## src/rtl/crc_stream_if.sv

```systemverilog
// Beat-in / CRC-out handshake bundle for crc_stream.
interface crc_stream_if #(
  parameter int DATA_W = 256
) ();
  localparam int BW = $clog2(DATA_W / 8 + 1);

  logic              in_valid;
  logic              in_ready;
  logic [DATA_W-1:0] in_data;
  logic              in_last;
  logic [BW-1:0]     in_bytes;
  logic              out_valid;
  logic              out_ready;
  logic [31:0]       crc_out;
  logic [15:0]       out_len;

  modport master (
    output in_valid, in_data, in_last, in_bytes, out_ready,
    input  in_ready, out_valid, crc_out, out_len
  );

  modport slave (
    input  in_valid, in_data, in_last, in_bytes, out_ready,
    output in_ready, out_valid, crc_out, out_len
  );
endinterface

```

## src/rtl/crc_stream.sv

```systemverilog
// Streaming CRC engine: folds BPC bytes per clock of each DATA_W-bit beat into a
// running CRC and presents the final CRC and byte count on a held handshake.
module crc_stream #(
  parameter int          DATA_W  = 256,
  parameter int          BPC     = 8,
  parameter logic [31:0] POLY    = 32'h04C11DB7,
  parameter logic [31:0] INIT    = 32'hFFFFFFFF,
  parameter logic [31:0] XOROUT  = 32'hFFFFFFFF,
  parameter bit          REFLECT = 1'b1
) (
  input logic         clk,
  input logic         rst,
  crc_stream_if.slave bus
);
  localparam int NB  = DATA_W / 8;
  localparam int BW  = $clog2(NB + 1);
  localparam int K   = NB / BPC;
  localparam int CYW = (K > 1) ? $clog2(K) : 1;

  typedef enum logic [1:0] {IDLE, CALC, OUT} state_t;

  state_t            state_q, state_d;
  logic [DATA_W-1:0] buf_q;
  logic              last_q;
  logic [BW-1:0]     rem_q;
  logic [CYW-1:0]    cyc_q;
  logic [31:0]       crc_q;
  logic [15:0]       cnt_q;
  logic              in_ready_q, out_valid_q;
  logic [31:0]       crc_out_q;
  logic [15:0]       out_len_q;

  logic [BW-1:0]     eff_bytes;
  logic [BW-1:0]     nfold;
  logic [31:0]       crc_fold;
  logic [16:0]       cnt_sum;
  logic [15:0]       cnt_fold;
  logic              accept, calc_done, out_hs;

  function automatic logic [7:0] reflect8(input logic [7:0] v);
    logic [7:0] r;
    r = '0;
    for (int unsigned i = 0; i < 8; i++) r[i] = v[7-i];
    return r;
  endfunction

  function automatic logic [31:0] reflect32(input logic [31:0] v);
    logic [31:0] r;
    r = '0;
    for (int unsigned i = 0; i < 32; i++) r[i] = v[31-i];
    return r;
  endfunction

  // The running CRC stays in the MSB-first domain; with REFLECT the input byte is
  // mirrored here and the register is mirrored once at the end, which matches the
  // reflected-polynomial LSB-first formulation bit for bit.
  function automatic logic [31:0] crc_step(input logic [31:0] c, input logic [7:0] b);
    logic [31:0] r;
    logic [7:0]  bb;
    bb = REFLECT ? reflect8(b) : b;
    r  = c ^ {bb, 24'h0};
    for (int unsigned i = 0; i < 8; i++) r = r[31] ? ((r << 1) ^ POLY) : (r << 1);
    return r;
  endfunction

  assign accept    = (state_q == IDLE) && in_ready_q && bus.in_valid;
  assign calc_done = (state_q == CALC) && (cyc_q == CYW'(K - 1));
  assign out_hs    = (state_q == OUT) && out_valid_q && bus.out_ready;

  always_comb begin
    eff_bytes = BW'(NB);
    if (bus.in_last && (bus.in_bytes != '0) && (bus.in_bytes <= BW'(NB)))
      eff_bytes = bus.in_bytes;
  end

  // Only the leading rem_q bytes of the buffer are live; the rest pass through.
  always_comb begin
    crc_fold = crc_q;
    for (int unsigned j = 0; j < BPC; j++) begin
      if (j < 32'(rem_q)) crc_fold = crc_step(crc_fold, buf_q[DATA_W-1-8*j -: 8]);
    end
    nfold    = (rem_q > BW'(BPC)) ? BW'(BPC) : rem_q;
    cnt_sum  = {1'b0, cnt_q} + 17'(nfold);
    cnt_fold = cnt_sum[16] ? 16'hFFFF : cnt_sum[15:0];
  end

  always_comb begin
    state_d = state_q;
    case (state_q)
      IDLE:    if (accept) state_d = CALC;
      CALC:    if (calc_done) state_d = last_q ? OUT : IDLE;
      OUT:     if (out_hs) state_d = IDLE;
      default: state_d = IDLE;
    endcase
  end

  always_ff @(posedge clk) begin
    if (!rst) state_q <= IDLE;
    else      state_q <= state_d;
  end

  always_ff @(posedge clk) begin
    if (!rst) begin
      in_ready_q  <= 1'b0;
      out_valid_q <= 1'b0;
      crc_out_q   <= '0;
      out_len_q   <= '0;
      crc_q       <= INIT;
      cnt_q       <= '0;
      buf_q       <= '0;
      last_q      <= 1'b0;
      rem_q       <= '0;
      cyc_q       <= '0;
    end else begin
      in_ready_q  <= (state_d == IDLE);
      out_valid_q <= (state_d == OUT);
      case (state_q)
        IDLE: begin
          if (accept) begin
            buf_q  <= bus.in_data;
            last_q <= bus.in_last;
            rem_q  <= eff_bytes;
            cyc_q  <= '0;
          end
        end
        CALC: begin
          crc_q <= crc_fold;
          cnt_q <= cnt_fold;
          rem_q <= rem_q - nfold;
          buf_q <= buf_q << (8 * BPC);
          cyc_q <= cyc_q + CYW'(1);
          if (calc_done && last_q) begin
            crc_out_q <= (REFLECT ? reflect32(crc_fold) : crc_fold) ^ XOROUT;
            out_len_q <= cnt_fold;
          end
        end
        OUT: begin
          if (out_hs) begin
            crc_q <= INIT;
            cnt_q <= '0;
          end
        end
        default: ;
      endcase
    end
  end

  assign bus.in_ready  = in_ready_q;
  assign bus.out_valid = out_valid_q;
  assign bus.crc_out   = crc_out_q;
  assign bus.out_len   = out_len_q;
endmodule

```

## src/flat_wrapper.sv

```systemverilog
// flat-port wrapper written by rule: the top's interface ports become plain ports
module crc_stream_flat 
#(
  parameter int          DATA_W  = 256,
  parameter int          BPC     = 8,
  parameter logic [31:0] POLY    = 32'h04C11DB7,
  parameter logic [31:0] INIT    = 32'hFFFFFFFF,
  parameter logic [31:0] XOROUT  = 32'hFFFFFFFF,
  parameter bit          REFLECT = 1'b1
)
  (clk, rst, bus_in_valid, bus_in_data, bus_in_last, bus_in_bytes, bus_out_ready, bus_in_ready, bus_out_valid, bus_crc_out, bus_out_len);
  crc_stream_if #(.DATA_W(DATA_W)) bus_i ();
  input logic clk;
  input logic rst;
  input wire logic [$bits(bus_i.in_valid)-1:0] bus_in_valid;
  input wire logic [$bits(bus_i.in_data)-1:0] bus_in_data;
  input wire logic [$bits(bus_i.in_last)-1:0] bus_in_last;
  input wire logic [$bits(bus_i.in_bytes)-1:0] bus_in_bytes;
  input wire logic [$bits(bus_i.out_ready)-1:0] bus_out_ready;
  output wire logic [$bits(bus_i.in_ready)-1:0] bus_in_ready;
  output wire logic [$bits(bus_i.out_valid)-1:0] bus_out_valid;
  output wire logic [$bits(bus_i.crc_out)-1:0] bus_crc_out;
  output wire logic [$bits(bus_i.out_len)-1:0] bus_out_len;
  assign bus_i.in_valid = bus_in_valid;
  assign bus_i.in_data = bus_in_data;
  assign bus_i.in_last = bus_in_last;
  assign bus_i.in_bytes = bus_in_bytes;
  assign bus_i.out_ready = bus_out_ready;
  assign bus_in_ready = bus_i.in_ready;
  assign bus_out_valid = bus_i.out_valid;
  assign bus_crc_out = bus_i.crc_out;
  assign bus_out_len = bus_i.out_len;
  crc_stream #(.DATA_W(DATA_W), .BPC(BPC), .POLY(POLY), .INIT(INIT), .XOROUT(XOROUT), .REFLECT(REFLECT)) u_core (.clk(clk), .rst(rst), .bus(bus_i));
endmodule
```

## config.mk

```make
export PLATFORM = sky130hd
export DESIGN_NAME = crc_stream_flat
export DESIGN_NICKNAME = d
export VERILOG_FILES = /design/src/rtl/crc_stream_if.sv /design/src/rtl/crc_stream.sv /design/src/flat_wrapper.sv
export SDC_FILE = /design/constraint.sdc
export NUM_CORES = 1
export LEC_CHECK = 0
export BUFFER_PORTS_ARGS = -buffer_cell sky130_fd_sc_hd__buf_2
export CAP_MARGIN = 20
export CORE_MARGIN = 5
export CORE_UTILIZATION = 44
export DETAILED_ROUTE_END_ITERATION = 7
export GPL_TIMING_DRIVEN = 0
export PLACE_DENSITY_LB_ADDON = 0.08
export SYNTH_ARGS = -nofsm -noshare
export SYNTH_HDL_FRONTEND = slang
export SYNTH_SLANG_ARGS = --single-unit
```

## constraint.sdc

```tcl
create_clock -name clk -period 23.5 [get_ports clk]
set_clock_uncertainty 0.05 [all_clocks]
set_input_delay 4.7 -clock clk [delete_from_list [all_inputs] [get_ports clk]]
set_output_delay 4.7 -clock clk [all_outputs]
set_load 0.03 [all_outputs]
```

==> run_results.csv, run 1 <==
group,metric,value,unit
synthesis,synth_top_area_cell,"dfxtp_1",
route,drtAntennaViolNets,0,
cells_and_area,nFillCells,5887,
clocking,cts_tree,"yes",
timing,setup_ws,11.36,ns
clocking,postCtsSetupRepairBufs,0,
route,viasPerCell,5.908,
route,routed_wl,110.2,mm
grt,grt_pass1_wl,161.5,mm
cells_and_area,nets,3822,
die,core,0.06047,mm²
synthesis,synth_flop_cell,"dfxtp_1",
critical_path,required,23.88,ns
place,place_area,0.02952,mm²
clocking,clock_path_buffers,3,
cells_and_area,drive_gt1_frac,0.1430,
grt,grt_overflow,0,
hold_path,hold_class,"flop to flop",
synthesis,synthTopCellsByArea,"dfxtp_1, xnor2_1, xnor3_1, nor2_1, a21oi_1",
cells_and_area,finalNonFillerCells,4369,
grt,grt_max_degree,15,
timing,timing.slew.headroom,0.2566,
timing,fin_crit,12.14,ns
clocking,cts.sinks,365,
critical_path,path_common_cell,"clkbuf_1",
clocking,clk_latency,0.55,ns
timing,finalSetupViolations,0,
critical_path,slowest_delay,0.70,ns
timing,fin_tns_setup,0,ns
route,drc,0,
synthesis,synth.ff_latch_count,365,
cells_and_area,ff_latch_area,0.007307,mm²
place,pre_cts_slack,11.50,ns
cells_and_area,final_area,0.03082,mm²
route,detail_route.wl_per_cell,25.21,µm
timing,fmax,0.08234,GHz
grt,grt_pass1_vias,25560,
timing,post-route-period-util,0.5168,
place,numPortBuffers,316,
timing,grt_setup_unrepaired,"no",
grt,track_usage,0.3165,
place,gp_congestion,0.9897,
synthesis,ys_async_sr_fraction,0,
critical_path,path_max_fanout,10,
clocking,root_buffer,"clkbuf_16",
cells_and_area,multi_input_area,0.01858,mm²
synthesis,synth_edf_count,0,
cells_and_area,area_delta_synth_final,14.48,%
flow_run,max_cap_violations,0,
outcome,status,"complete, no violations",
synthesis,yosysWarnings,0,
clocking,ctsResizeCount,0,
synthesis,synth_top_area_frac,0.2714,
die,rows,90,
critical_path,cp-start-kind,"flop",
synthesis,syn_avg_cell_area,8.450,µm²
place,dp_cells,4288,
clocking,ctsHoldBuffers,0,
synthesis,syn_area,0.02692,mm²
clocking,numCtsBuffers,38,
critical_path,critPathCaptureType,"flop",
clocking,clk_pin_slew_worst_paths,0.06,ns
route,drt-pass1-iter-count,5,
grt,antenna_found_initial,29,
die,die_x,257.4,µm
critical_path,cp_slowest_cell,"xnor3_1",
synthesis,synth_seq_area_share,0.2714,
route,drt_iter0_markers,2146,
die,die-area,0.06623,mm²
place,hpwl,90.89,mm
synthesis,synthDistinctLibCells,118,
route,num_vias,25810,
die,pin_count,317,
die,die_h,257.4,µm
timing,slew_viol_final,0,
timing,worst_pin_slew,1.103,ns
die,start_util,0.4452,
clocking,h-tree-depth,2,
timing,timing_hold_violations_final,0,
critical_path,path_class,"flop to flop",
synthesis,syn_inst,3186,
critical_path,cp.arrival,12.52,ns
layer usage:
layer	vias up	share of wire	GRT usage
li1	12110	-	-
met2	988	0.47	0.5378
met3	206	0.071	0.06716
met5	-	0.0018	0
met4	30	0.038	0.1043
met1	12480	0.42	0.4025
cell type report:
cell class	count	share of cell area
Clock buffer	56	0.03735
Timing Repair Buffer	319	0.05229
Inverter	24	0.002923
Buffer	243	0.03085
Tap cell	782	0.03175
Antenna cell	14	0.001137
Clock inverter	11	0.003816
Multi-Input combinational cell	2555	0.6028
Sequential cell	365	0.2371
cell families after synthesis:
kind of cell / after synthesis / synth area share
buffers and inverters: 267 / 0.03867
multiplexers: 108 / 0.04308
adder cells (fa/ha/maj): 9 / 0.004462
AND/OR/NAND/NOR: 1071 / 0.1794
flip-flops: 365 / 0.2714
XOR/XNOR: 542 / 0.2519
AO/OA/AOI/OAI: 822 / 0.2108
other: 2 / 0.0002790
placed cells by master, fill, tap and decap left out, types with 28 or more instances in the layout:
master / count
nand2_1: 295
o221ai_1: 133
xnor2_1: 289
a21oi_1: 260
dfxtp_1: 365
mux2i_1: 88
o211ai_1: 50
buf_2: 326
xnor3_1: 89
nor2_1: 448
xor2_1: 97
clkbuf_16: 40
nor3_1: 36
clkbuf_1: 215
nand3_1: 113
a22oi_1: 63
xnor2_2: 28
o21ai_0: 103
sequential cells by signal, indices dropped and copies added, names as in the netlist, 2 cells and up:
register and count:
u_core.rem_q 6, u_core.bus.crc_out 32, u_core.bus.out_len 16, u_core.state_q 2, u_core.cyc_q 2, u_core.crc_q 32, u_core.cnt_q 16, u_core.buf_q 256
Yosys cell counts, types with 8 or more instances:
cell type / n
a211o_1: 15
a211oi_1: 20
a21o_1: 16
a21oi_1: 260
a22oi_1: 63
a31oi_1: 18
and2_1: 25
and3_1: 19
and4_1: 8
buf_1: 20
buf_2: 10
clkbuf_1: 208
dfxtp_1: 365
ha_1: 8
inv_1: 23
mux2_2: 12
mux2i_1: 88
nand2_1: 295
nand2b_1: 15
nand3_1: 113
nand4_1: 15
nor2_1: 448
nor2b_1: 9
nor3_1: 36
nor4_1: 16
o211a_1: 10
o211ai_1: 50
o21a_1: 15
o21ai_0: 103
o21ai_1: 15
o221ai_1: 133
or2_2: 8
or3_1: 13
xnor2_1: 289
xnor2_2: 28
xnor2_4: 12
xnor3_1: 89
xor2_1: 97
xor3_1: 19
metrics by stage:
step,hold slack (ns),utilization
floorplan,0.3862,-
global placement,0.3930,0.4876
detailed placement,0.4053,0.4881
CTS,0.4143,0.5091
global route,0.4322,0.5093
finish,0.4129,0.5097
path summary, 6_finish.rpt:
| path | start | end | slack (ns) | depth (start not counted) |
|---|---|---|---|---|
| worst max-delay path | u_core.rem_q[1] | u_core.crc_q[11] | 11.36 | 31 |
| worst min-delay path | u_core.bus.out_len[12] | u_core.bus.out_len[12] | 0.41 | 2 |
| worst max register to register | u_core.rem_q[1] | u_core.crc_q[11] | 11.36 | 31 |
| worst min register to register | u_core.bus.out_len[12] | u_core.bus.out_len[12] | 0.41 | 2 |
critical path: cells and delay by family (launching register included):
kind,cells,cell delay (ns)
buf+inv,8,3.60
xor+xnor,9,3.60
compound gates,7,1.90
mux,3,1.47
simple gates,4,1.02
flops,1,0.33
Power of run 1 is left out: the tool's default activity adds up to more than one toggle a clock period on the data nets, which glitch-free logic cannot reach.
==> run 2, diff against run 1 <==
--- a/config.mk
+++ b/config.mk
@@ -5,6 +5,7 @@
 export SDC_FILE = /design/constraint.sdc
 export NUM_CORES = 1
 export LEC_CHECK = 0
+export ABC_AREA = 1
 export BUFFER_PORTS_ARGS = -buffer_cell sky130_fd_sc_hd__buf_2
 export CAP_MARGIN = 20
 export CORE_MARGIN = 5
==> constraint.sdc (replaced) <==
create_clock -name clk -period 11.3 [get_ports clk]
set_clock_uncertainty 0.05 [all_clocks]
set_input_delay 2.26 -clock clk [delete_from_list [all_inputs] [get_ports clk]]
set_output_delay 2.26 -clock clk [all_outputs]
set_load 0.03 [all_outputs]
==> run 2 against run 1 <==
  * Core utilization decreased by 0.21 points
  * Critical path depth increased by 25
  * Highest routed layer unchanged
  * Sequential cell count unchanged
  * Setup slack got worse by 7.9 ns
  * Global-route usage up 4.3 points
  * Wire length increased by 23%
  * Count of clock-buffer cells in the layout is 1 higher
  * Synthesized cell count is 58% higher
  * Register-to-register slack lost 7.9 ns
  * Die area is 8.5% higher
==> run_results.csv, run 2 <==
group,metric,value,unit
hold_path,hold_start,"u_core.buf_q[55]",
clocking,numCtsBuffers,42,
cells_and_area,final_common_cell,"nand2_1",
die,core,0.06586,mm²
timing,timing_hold_violations_final,0,
synthesis,synth_top_area_frac,0.2557,
clocking,cts.sinks,365,
clocking,ctsResizeCount,0,
die,pin_count,317,
timing,timing.slew.headroom,0.2389,
synthesis,synth_top_area_cell,"nand2_1",
route,detail_route.wl_per_cell,21.47,µm
cells_and_area,top_register,"u_core.buf_q",
synthesis,ys_async_sr_fraction,0,
synthesis,netlist_top_cells_count,"nand2_1, nand3_1, nor2_1",
route,num_vias,35500,
synthesis,synth_edf_count,0,
clocking,ctsHoldBuffers,0,
cells_and_area,finalNonFillerCells,6303,
route,drc,0,
clocking,postCtsSetupRepairBufs,0,
critical_path,path_class,"flop to flop",
flow_run,max_cap_violations,0,
cells_and_area,area_delta_synth_final,14.04,%
die,start_util,0.4451,
route,drt-pass1-iter-count,7,
place,dp_cells,6223,
critical_path,r2r_slack,3.41,ns
critical_path,cp_slowest_cell,"dfxtp_1",
timing,slew_viol_final,0,
outcome,status,"complete, no violations",
critical_path,cp-start-kind,"flop",
clocking,h-tree-depth,2,
critical_path,path_common_cell,"nand2_1",
timing,fin_crit,7.887,ns
grt,grt_overflow,0,
die,die_h,268.1,µm
cells_and_area,nets,5679,
grt,track_usage,0.3597,
critical_path,slowest_delay,0.51,ns
clocking,clk_latency,0.61,ns
critical_path,path_max_fanout,10,
synthesis,yosysWarnings,0,
grt,grt_pass1_vias,31980,
hold_path,hold_class,"flop to flop",
grt,antenna_found_initial,18,
critical_path,critPathCaptureType,"flop",
critical_path,worst-r2r-cell-count,56,
timing,post-route-period-util,0.6980,
critical_path,worstSetupEndpoint,"u_core.bus.crc_out[30]",
route,drtAntennaViolNets,0,
synthesis,synth.ff_latch_count,365,
clocking,clock_path_buffers,3,
synthesis,synthDistinctLibCells,52,
route,routed_wl,135.3,mm
grt,grt_pass1_wl,197.8,mm
die,die-area,0.07189,mm²
place,gp_congestion,1.025,
timing,finalSetupViolations,0,
critical_path,startpoint,"u_core.crc_q[29]",
critical_path,r2r-start,"u_core.crc_q[29]",
cells_and_area,largest_register_ffs,256,
critical_path,required,11.74,ns
cells_and_area,most-common-layout-cells,"nand2_1, nand3_1, nor2_1, dfxtp_1, buf_2",
clocking,cts_tree,"yes",
synthesis,synth_seq_area_share,0.2493,
synthesis,syn_area,0.02931,mm²
critical_path,r2r-end,"u_core.bus.crc_out[30]",
clocking,root_buffer,"clkbuf_16",
timing,fin_tns_setup,0,ns
critical_path,cp.arrival,8.33,ns
cells_and_area,nFillCells,7175,
place,hpwl,111.9,mm
timing,worst_pin_slew,1.142,ns
place,numPortBuffers,315,
synthesis,synthTopCellsByArea,"nand2_1, dfxtp_1, nand3_1, nor2_1, o221ai_1",
cells_and_area,drive_gt1_frac,0.1367,
grt,grt_max_degree,14,
clocking,clk_pin_slew_worst_paths,0.06,ns
die,die_x,268.1,µm
die,rows,94,
synthesis,syn_inst,5043,
route,drt_iter0_markers,3406,
timing,grt_setup_unrepaired,"no",
synthesis,yosysMostFrequentCell,"nand2_1",
route,viasPerCell,5.632,
synthesis,syn_avg_cell_area,5.813,µm²
timing,fmax,0.1268,GHz
synthesis,synth_flop_cell,"dfxtp_1",
run 2: cell count changes in the layout (fill, tap and decap cells not counted), sizes merged, moves of 30 or more:
cell / previous run / this run
xnor2: 329 / 19
mux2i: 94 / 0
a22oi: 63 / 33
inv: 26 / 318
clkbuf: 264 / 200
xnor3: 90 / 1
nor2: 449 / 411
nor3: 41 / 4
nand2: 297 / 2189
buf: 354 / 385
nand3: 115 / 871
a21oi: 264 / 172
run 2: cell type report:
cell class,instances,area (µm²),share of cell area
Antenna cell,5,12.51,0.0003743
Buffer,214,1022,0.03058
Clock buffer,57,1207,0.03612
Clock inverter,18,235.2,0.007036
Inverter,321,1210,0.03619
Multi-Input combinational cell,4144,19780,0.5916
Sequential cell,365,7307,0.2186
Tap cell,864,1081,0.03234
Timing Repair Buffer,315,1577,0.04716
run 2: layer usage:
metal  GRT usage  up-vias  routed length, µm
li1            -    17270                  -
met1      0.4648    16300              54870
met2      0.5992     1583              61530
met3     0.07416      323              12820
met4      0.1263       22               5992
met5           0        -                128
run 2: critical path, delay by kind of cell, from the launching register on:
family	cells	cell delay [ns]
flops	1	0.51
buf+inv	3	0.33
compound gates	2	0.48
simple gates	51	6.39
run 2: how the worst min path moves through the flow:
stage / end / slack, ns / cells after the start
after floorplan: u_core.cyc_q[0] / 0.38 / 1
after global placement: u_core.buf_q[55] / 0.40 / 2
after detailed placement: u_core.buf_q[53] / 0.40 / 2
after CTS: u_core.buf_q[53] / 0.41 / 2
after global routing: u_core.buf_q[59] / 0.43 / 2
final: u_core.buf_q[55] / 0.41 / 2
run 2: metrics by stage:
step,util,cell area [µm²],worst slack (ns),hold WS (ns)
after floorplan,-,29320,6.052,0.3829
after global placement,0.4855,31980,3.704,0.3995
after detailed placement,0.4855,31980,3.669,0.4020
after CTS,0.5074,33420,3.646,0.4111
after global routing,0.5074,33420,2.857,0.4300
final,0.5076,33430,3.413,0.4122
run 2: cell families (layout without fill, tap and decap cells):
kind of cell / Yosys count / in the layout / synth area share
buffers and inverters: 535 / 925 / 0.07614
other: 2 / 8 / 0.0002562
AO/OA/AOI/OAI: 514 / 514 / 0.1123
flip-flops: 365 / 365 / 0.2493
adder cells (fa/ha/maj): 9 / 9 / 0.004098
XOR/XNOR: 98 / 98 / 0.03077
AND/OR/NAND/NOR: 3520 / 3520 / 0.5272
Power of run 2 is left out for the same reason.
